## src/rtl/xbus_arbiter.sv

```systemverilog
// xbus_arbiter: two-master round-robin bus arbiter with registered grant and burst limit
//   clk, rst_n                          clock, async active-low reset
//   m0_*/m1_* req,addr,we,wdata -> ack,rdata   master request/response ports
//   bus_sel,bus_addr,bus_we,bus_wdata <- bus_rdata  muxed decoder access
//   gnt                                 one-hot current owner, 00 when idle
module xbus_arbiter #(
  parameter int ADDR_W    = 12,
  parameter int DATA_W    = 32,
  parameter int MAX_BURST = 8
) (
  input  logic              clk,
  input  logic              rst_n,
  input  logic              m0_req,
  input  logic [ADDR_W-1:0] m0_addr,
  input  logic              m0_we,
  input  logic [DATA_W-1:0] m0_wdata,
  output logic              m0_ack,
  output logic [DATA_W-1:0] m0_rdata,
  input  logic              m1_req,
  input  logic [ADDR_W-1:0] m1_addr,
  input  logic              m1_we,
  input  logic [DATA_W-1:0] m1_wdata,
  output logic              m1_ack,
  output logic [DATA_W-1:0] m1_rdata,
  output logic              bus_sel,
  output logic [ADDR_W-1:0] bus_addr,
  output logic              bus_we,
  output logic [DATA_W-1:0] bus_wdata,
  input  logic [DATA_W-1:0] bus_rdata,
  output logic [1:0]        gnt
);
  typedef enum logic [1:0] {IDLE, GNT0, GNT1} state_t;
  state_t state, state_nx;
  logic last_gnt;
  logic [7:0] burst_cnt;
  logic acc0, acc1, at_limit;
  assign acc0 = state == GNT0 && m0_req;
  assign acc1 = state == GNT1 && m1_req;
  // >= rather than == so an owner that ran past the limit alone still yields once the other asks
  assign at_limit = burst_cnt >= 8'(MAX_BURST - 1);
  always_comb begin
    state_nx = IDLE;
    if (state == IDLE)
      state_nx = m0_req && m1_req ? (last_gnt ? GNT0 : GNT1) : m0_req ? GNT0 : m1_req ? GNT1 : IDLE;
    else if (state == GNT0)
      state_nx = !m0_req ? (m1_req ? GNT1 : IDLE) : (at_limit && m1_req) ? GNT1 : GNT0;
    else if (state == GNT1)
      state_nx = !m1_req ? (m0_req ? GNT0 : IDLE) : (at_limit && m0_req) ? GNT0 : GNT1;
  end
  always_ff @(posedge clk or negedge rst_n)
    if (!rst_n) begin
      state     <= IDLE;
      last_gnt  <= 1'b1;
      burst_cnt <= '0;
    end else begin
      state <= state_nx;
      if (state_nx != state && state_nx != IDLE) begin
        last_gnt  <= state_nx == GNT1;
        burst_cnt <= '0;
      end else if ((acc0 || acc1) && burst_cnt != 8'hFF) begin
        burst_cnt <= burst_cnt + 8'd1;
      end
    end
  assign gnt       = {state == GNT1, state == GNT0};
  assign bus_sel   = acc0 | acc1;
  assign bus_addr  = acc0 ? m0_addr : acc1 ? m1_addr : '0;
  assign bus_we    = acc0 ? m0_we : acc1 ? m1_we : 1'b0;
  assign bus_wdata = acc0 ? m0_wdata : acc1 ? m1_wdata : '0;
  assign m0_ack    = acc0;
  assign m1_ack    = acc1;
  assign m0_rdata  = acc0 ? bus_rdata : '0;
  assign m1_rdata  = acc1 ? bus_rdata : '0;
endmodule

```

## config.mk

```make
export PLATFORM = sky130hd
export DESIGN_NAME = xbus_arbiter
export DESIGN_NICKNAME = d
export VERILOG_FILES = /design/src/rtl/xbus_arbiter.sv
export SDC_FILE = /design/constraint.sdc
export NUM_CORES = 1
export LEC_CHECK = 0
export CORE_AREA = 10 10 84 86
export CTS_BUF_LIST = sky130_fd_sc_hd__clkbuf_16
export CTS_CLUSTER_DIAMETER = 200
export DETAILED_ROUTE_END_ITERATION = 7
export DIE_AREA = 0 0 94 96
export DONT_BUFFER_PORTS = 1
export HOLD_SLACK_MARGIN = 0.02
export PLACE_DENSITY = 0.52
export SLEW_MARGIN = 5
export SYNTH_ARGS = -nofsm -noshare
export SYNTH_HDL_FRONTEND = slang
export SYNTH_SLANG_ARGS = --single-unit
```

## constraint.sdc

```tcl
create_clock -name clk -period 3.75 [get_ports clk]
set_input_delay 1.125 -clock clk [delete_from_list [all_inputs] [get_ports clk]]
set_output_delay 1.125 -clock clk [all_outputs]
set_load 0.02 [all_outputs]
```

# Word level (Yosys, flattened, before mapping)
# Index checks and enable logic that the tools add are counted.
# totals
elab_cells,44
regBits,11
inputBits,126
out_inout_bits,114
# classes
add_sub_neg,1
muxes,22
magnitude_cmp,1
reduce_logical,11
n_bitwise,1
n_eq_ne,5
# op_table
op,n
$mux W32,4
$mux W12,2
$mux W2,11
$mux W8,2
$add A8 B1 Y8 const B,1
$ge A8 B3 Y1 const B,1
$ne A8 B8 Y1 const B,1
$logic_and A1 B1 Y1,7
$eq A2 B2 Y1 const B,2
$reduce_bool A2 Y1,2
$mux W1,3
$eq A2 B1 Y1 const B,1
$logic_not A2 Y1,1
$ne A2 B2 Y1,1
$logic_or A1 B1 Y1,1
$or A1 B1 Y1,1

# Logic depth before layout (Yosys ltp)
# Gate-level depths: netlist (run 1).
# depth
depth_word,10
ltp_mapped,6
ltp_nobuf,5

# Worst setup path before layout (run 1)
# Ideal clock, no wire load.
# synth_path
path_kind,input-to-output
from,in m0_req
to,out m0_rdata[22]
required_ns,2.625
arrival_time_ns,2.102
slack_ns,0.523
stages,4
n_path_buf,2
path_cell_list,and3b_1 > buf_4 > clkbuf_1 > and2_1
# synth_between
elab_chain_cells,2
# synth_rtl
element,line,text
start: declaration,13,"input logic m0_req,"
$logic_and A1 B1 Y1,37,assign acc0 = state == GNT0 && m0_req;
named net m0_ack,17,"output logic m0_ack,"
$mux W32,71,assign m0_rdata = acc0 ? bus_rdata : '0;
end: declaration,18,"output logic [DATA_W-1:0] m0_rdata,"
# The timed path passes the listed nets, and every way through them passes these cells.

# Worst setup path in the final report (run 1)
# layout_path
from,in m0_req
to,out m0_rdata[6]
# The elaborated chain is that of the path after synthesis.

==> out/qor.csv, run 1 <==
metric,value,unit
synth.distinct_cells,38,
layout.nets,323,
portBuffers,0,
cts_tree,done,
rsz0062_at_grt,no,
fin_util,32.3,%
timing.final.crit_share,84.2,%
first_global_vias,1481,
detail_route.wl_per_cell,31.3,um
rr_worst_depth,5,
status,"complete, no violations",
firstDrtPassIters,5,
dieHeight,96,um
placed_area,1670,um^2
numCtsBuffers,3,
rows,27,
path_clk_slew,0.04,ns
ios,240,
multi_input_area,1230,um^2
pwr-share-seq,24.2,%
insertion_delay,0.24,ns
overflow,0,
ant_nets,0,
synth_ff_type,dfrtp_1,
cp-endpoint,m0_rdata[6],
die_w,94,um
grtUsageTotal,15.1,%
grt_pass1_wl,10600,um
r2r_end,burst_cnt[7],
max_slew_margin,71.9,%
synth_nets,337,
crit_type,primary input to primary output,
min_period,3.16,ns
cts.htree.levels,1,
avgSynthCellArea,7.81,um^2
syn2layout_area_growth,6.41,%
yosysWarnings,0,
cts.sinks,11,
ctsResizeCount,0,
crit_path_end_kind,primary output,
hold_class,flip-flop to flip-flop,
synthCells,210,
holdCritStartpoint,burst_cnt[5],
grt_antenna_before_repair,0,
timing_hold_violations_final,0,
drtIter0Drc,99,
synth_edf_count,0,
vias_per_cell,6.22,
start_kind,primary input,
fin_tns_setup,0,ns
drive_above_1_share,7.69,%
vias,1660,
fin_ws,0.592,ns
p_switching,0.000283,W
place_congestion,0.972,
setup_viol,0,
total_power,0.000644,W
max_freq,317,MHz
floorplan.die_area,9020,um^2
p_sw_share,43.9,%
p_leak,0.736,nW
drc,0,
dpl_worst_slack,0.588,ns
synth_seq_cells,11,
cts.path.max_buffers,2,
crit_required,2.62,ns
post-cts-setup-buffers,0,
startpoint,m0_req,
yosysSeqAreaShare,16.9,%
final_common_cell,and2_1,
cts_hold_buffers,0,
stdcell_area,1740,um^2
place_hpwl,7210,um
final_cell_mix,"and2_1 (64), a22o_1 (45), nor2_1 (10), a21oi_1 (10), dfrtp_1 (10)",
wirelength,8350,um
insertedDiodeCount,0,
coreArea,5410,um^2
slew_viol_final,0,
rr_startpoint,state[1],
synth_area,1640,um^2
grt_max_degree,44,
root_buffer,clkbuf_16,
reg2reg_slack,1.88,ns
internal_power,0.000361,W
async_reset_ff_share,100,%
initial_core_util,30.3,%
seq_area,277,um^2
ir_drop,237,uV
fillers,557,
skew,0.00287,ns
worstPathArrival,2.03,ns
crit_fanout,42,
pwr-share-clk,30.0,%
power_frac_comb,45.8,%
worstMarginPinSlew,0.421,ns
cap_violations,0,
power.density,369,nW/um^2
## layer usage
layer	vias to the layer above	track usage [%]	share of wire (%)
met5	-	0	0
met4	0	3.42	1.1
met3	8	5.60	11
met2	112	27.3	54
met1	804	16.4	34
li1	736	-	-
## worst max-delay path, cell delays in order
cell     delay, ns
and3b_2       0.36
buf_12        0.24
and2_1        0.30
## state kept, by name (all words and copies together), names as in the netlist
name,flops
burst_cnt,8
state,2
last_gnt,1
## Yosys cell counts, drive strengths merged (2+ instances only)
| cell type | number | area, um^2 |
|---|---|---|
| and3 | 2 | 12.5 |
| nand3 | 2 | 10.0 |
| a22o | 45 | 394 |
| and2 | 64 | 400 |
| buf | 13 | 81.3 |
| nor3 | 2 | 10.0 |
| nor2b | 2 | 12.5 |
| nand2 | 6 | 22.5 |
| a21oi | 10 | 50.1 |
| and3b | 2 | 17.5 |
| o2111ai | 3 | 43.8 |
| mux2i | 5 | 50.1 |
| a211oi | 3 | 22.5 |
| nor2 | 10 | 37.5 |
| nand2b | 2 | 12.5 |
| inv | 3 | 11.3 |
| clkbuf | 10 | 40.0 |
| dfrtp | 10 | 250 |
## power by group through the flow
| stage | Clock (W) | Combinational, W | Sequential (W) |
|---|---|---|---|
| floorplan | 0 | 0.000269 | 0.000147 |
| global placement | 0 | 0.000297 | 0.000157 |
| detailed placement | 0 | 0.000299 | 0.000157 |
| CTS | 0.000199 | 0.000299 | 0.000156 |
| global route | 0.000209 | 0.000316 | 0.000160 |
| finish | 0.000194 | 0.000295 | 0.000156 |
## how the worst min path moves through the flow
| stage | to | depth (start not counted) |
|---|---|---|
| 2_1_floorplan | burst_cnt[5] | 1 |
| 3_3_place_gp | burst_cnt[5] | 1 |
| 3_5_place_dp | burst_cnt[5] | 1 |
| 4_1_cts | burst_cnt[5] | 1 |
| 5_1_grt | burst_cnt[7] | 0 |
| 6_report | burst_cnt[5] | 1 |
## stage by stage
step / cells / hold slack [ns]
6_report: 267 / 0.569
5_1_grt: 267 / 0.568
4_1_cts: 267 / 0.568
3_5_place_dp: 263 / 0.562
3_3_place_gp: 263 / 0.554
2_1_floorplan: 210 / 0.500
## final cells by class
class                   count  share of cell area [%]
multi-input cells         173                    70.7
flip-flops and latches     11                    15.9
well taps                  72                    5.17
clock buffers               3                    4.30
repair buffers              4                    3.16
inverters                   3                   0.646
clock inverters             1                   0.215
## cells by family after synthesis
| group | synth area share [%] |
|---|---|
| simple gates | 34.4 |
| compound gates | 36.3 |
| buf+inv | 8.09 |
| flops | 16.9 |
| mux | 3.05 |
| xor+xnor | 0.534 |
| fa+ha+maj | 0.763 |
No activity file was read; power rests on OpenSTA's default activity.
==> run 2: changes to the inputs <==
Clock period 3.75 ns to 3.3 ns, I/O delays scaled along.
==> out/qor.csv, run 2 (synthesis results as in run 1) <==
metric,value,unit,change
final_cell_mix,"and2_1 (64), a22o_1 (45), nor2_1 (10), a21oi_1 (10), dfrtp_1 (10)",,
p_leak,0.742,nW,+0.84%
max_freq,343,MHz,
root_buffer,clkbuf_16,,
layout.nets,323,,unchanged
status,"complete, no violations",,
timing_hold_violations_final,0,,unchanged
dieHeight,96,um,unchanged
grt_pass1_wl,10400,um,-1.9%
portBuffers,0,,unchanged
path_clk_slew,0.04,ns,about the same
die_w,94,um,unchanged
place_hpwl,7050,um,-2.2%
cts.sinks,11,,unchanged
cts.htree.levels,1,,unchanged
crit_type,primary input to primary output,,
drtIter0Drc,47,,-53%
cts.path.max_buffers,2,,unchanged
place_congestion,0.995,,+2.4%
firstDrtPassIters,4,,-1
cp.depth,3,,unchanged
rr_startpoint,burst_cnt[0],,
rsz0062_at_grt,no,,
dpl_worst_slack,0.377,ns,-0.211 ns
cp_num_buf_inv,1,,unchanged
cap_violations,0,,unchanged
crit_chain,and3b_2 > buf_12 > and2_1,,
total_power,0.000743,W,+15%
cts_tree,done,,
numCtsBuffers,3,,unchanged
crit_required,2.31,ns,-0.31 ns
critPathSlowestCell,and3b_2,,
drc,0,,unchanged
fillers,566,,+1.6%
crit_path_end_kind,primary output,,
cpPeakStageDelay,0.35,ns,about the same
ios,240,,unchanged
stdcell_area,1770,um^2,+1.4%
regMostFlops,burst_cnt,,
post-cts-setup-buffers,0,,unchanged
reg2reg_slack,1.56,ns,-0.32 ns
coreArea,5410,um^2,unchanged
cp-endpoint,m1_rdata[16],,
ir_drop,282,uV,+19%
hold_class,primary input to async pin,,
floorplan.die_area,9020,um^2,unchanged
syn2layout_area_growth,7.94,%,
ctsResizeCount,0,,unchanged
worstPathArrival,1.92,ns,-0.11 ns
r2r_end,burst_cnt[2],,
fin_tns_setup,0,ns,unchanged
skew,0.00236,ns,-0.000510 ns
ant_nets,0,,unchanged
rows,27,,unchanged
drive_above_1_share,7.69,%,unchanged
detail_route.wl_per_cell,30.4,um,-2.9%
overflow,0,,unchanged
slew_viol_final,0,,unchanged
vias_per_cell,6.14,,-1.3%
max_slew_margin,71.8,%,about the same
grt_antenna_before_repair,0,,unchanged
rr_worst_depth,5,,unchanged
grtUsageTotal,14.7,%,-0.35 points
setup_viol,0,,unchanged
grt_max_degree,49,,+11%
fin_util,32.7,%,+0.46 points
timing.final.crit_share,88.2,%,
min_period,2.91,ns,
first_global_vias,1484,,+0.20%
largest_reg_flops,8,,unchanged
startpoint,m1_req,,
vias,1639,,-1.3%
cts_hold_buffers,0,,unchanged
power.density,420,nW/um^2,+14%
cpLargestDelayFamily,simple AND/OR/NAND/NOR gates,,
largestRegisters,"burst_cnt (8), state (2), last_gnt (1)",,
insertedDiodeCount,0,,unchanged
worstMarginPinSlew,0.422,ns,+0.00126 ns
insertion_delay,0.24,ns,about the same
fin_ws,0.388,ns,-0.204 ns
initial_core_util,30.3,%,unchanged
crit_fanout,48,,+14%
wirelength,8110,um,-2.9%
placed_area,1690,um^2,+1.5%
start_kind,primary input,,
final_common_cell,and2_1,,
run 2: power by group:
| part | total (W) | switching [W] | internal, W |
|---|---|---|---|
| sequential | 0.000177 | 0.0000256 | 0.000152 |
| clock | 0.000225 | 0.0000651 | 0.000160 |
| combinational | 0.000341 | 0.000236 | 0.000105 |
run 2: worst min-delay path by stage:
stage,start,depth (start not counted),endpoint
2_1_floorplan,burst_cnt[5],1,burst_cnt[5]
3_3_place_gp,burst_cnt[5],1,burst_cnt[5]
3_5_place_dp,burst_cnt[5],1,burst_cnt[5]
4_1_cts,rst_n,0,burst_cnt[4]
5_1_grt,rst_n,0,burst_cnt[4]
6_report,rst_n,0,burst_cnt[4]
run 2: per-stage QoR:
step                instances  hold WS [ns]
CTS                       267         0.437
global route              267         0.432
finish                    267         0.440
global placement          263         0.550
floorplan                 210         0.500
detailed placement        263         0.549
run 2: area by class of cell:
cell class                 count  area [um^2]  area share (%)
clock buffer                   3         75.1            4.24
inverter                       3         11.3           0.636
timing repair buffer           4         80.1            4.53
sequential                    11          277            15.6
clock inverter                 1         3.75           0.212
tap                           72         90.1            5.09
multi-input combinational    173         1230            69.7
run 2: layer usage:
layer	up-vias	part of all wire, %	GRT usage (%)
li1	731	-	-
met1	790	35	16.5
met2	111	53	26.1
met3	7	11	5.60
met4	0	1.1	3.16
met5	-	0	0
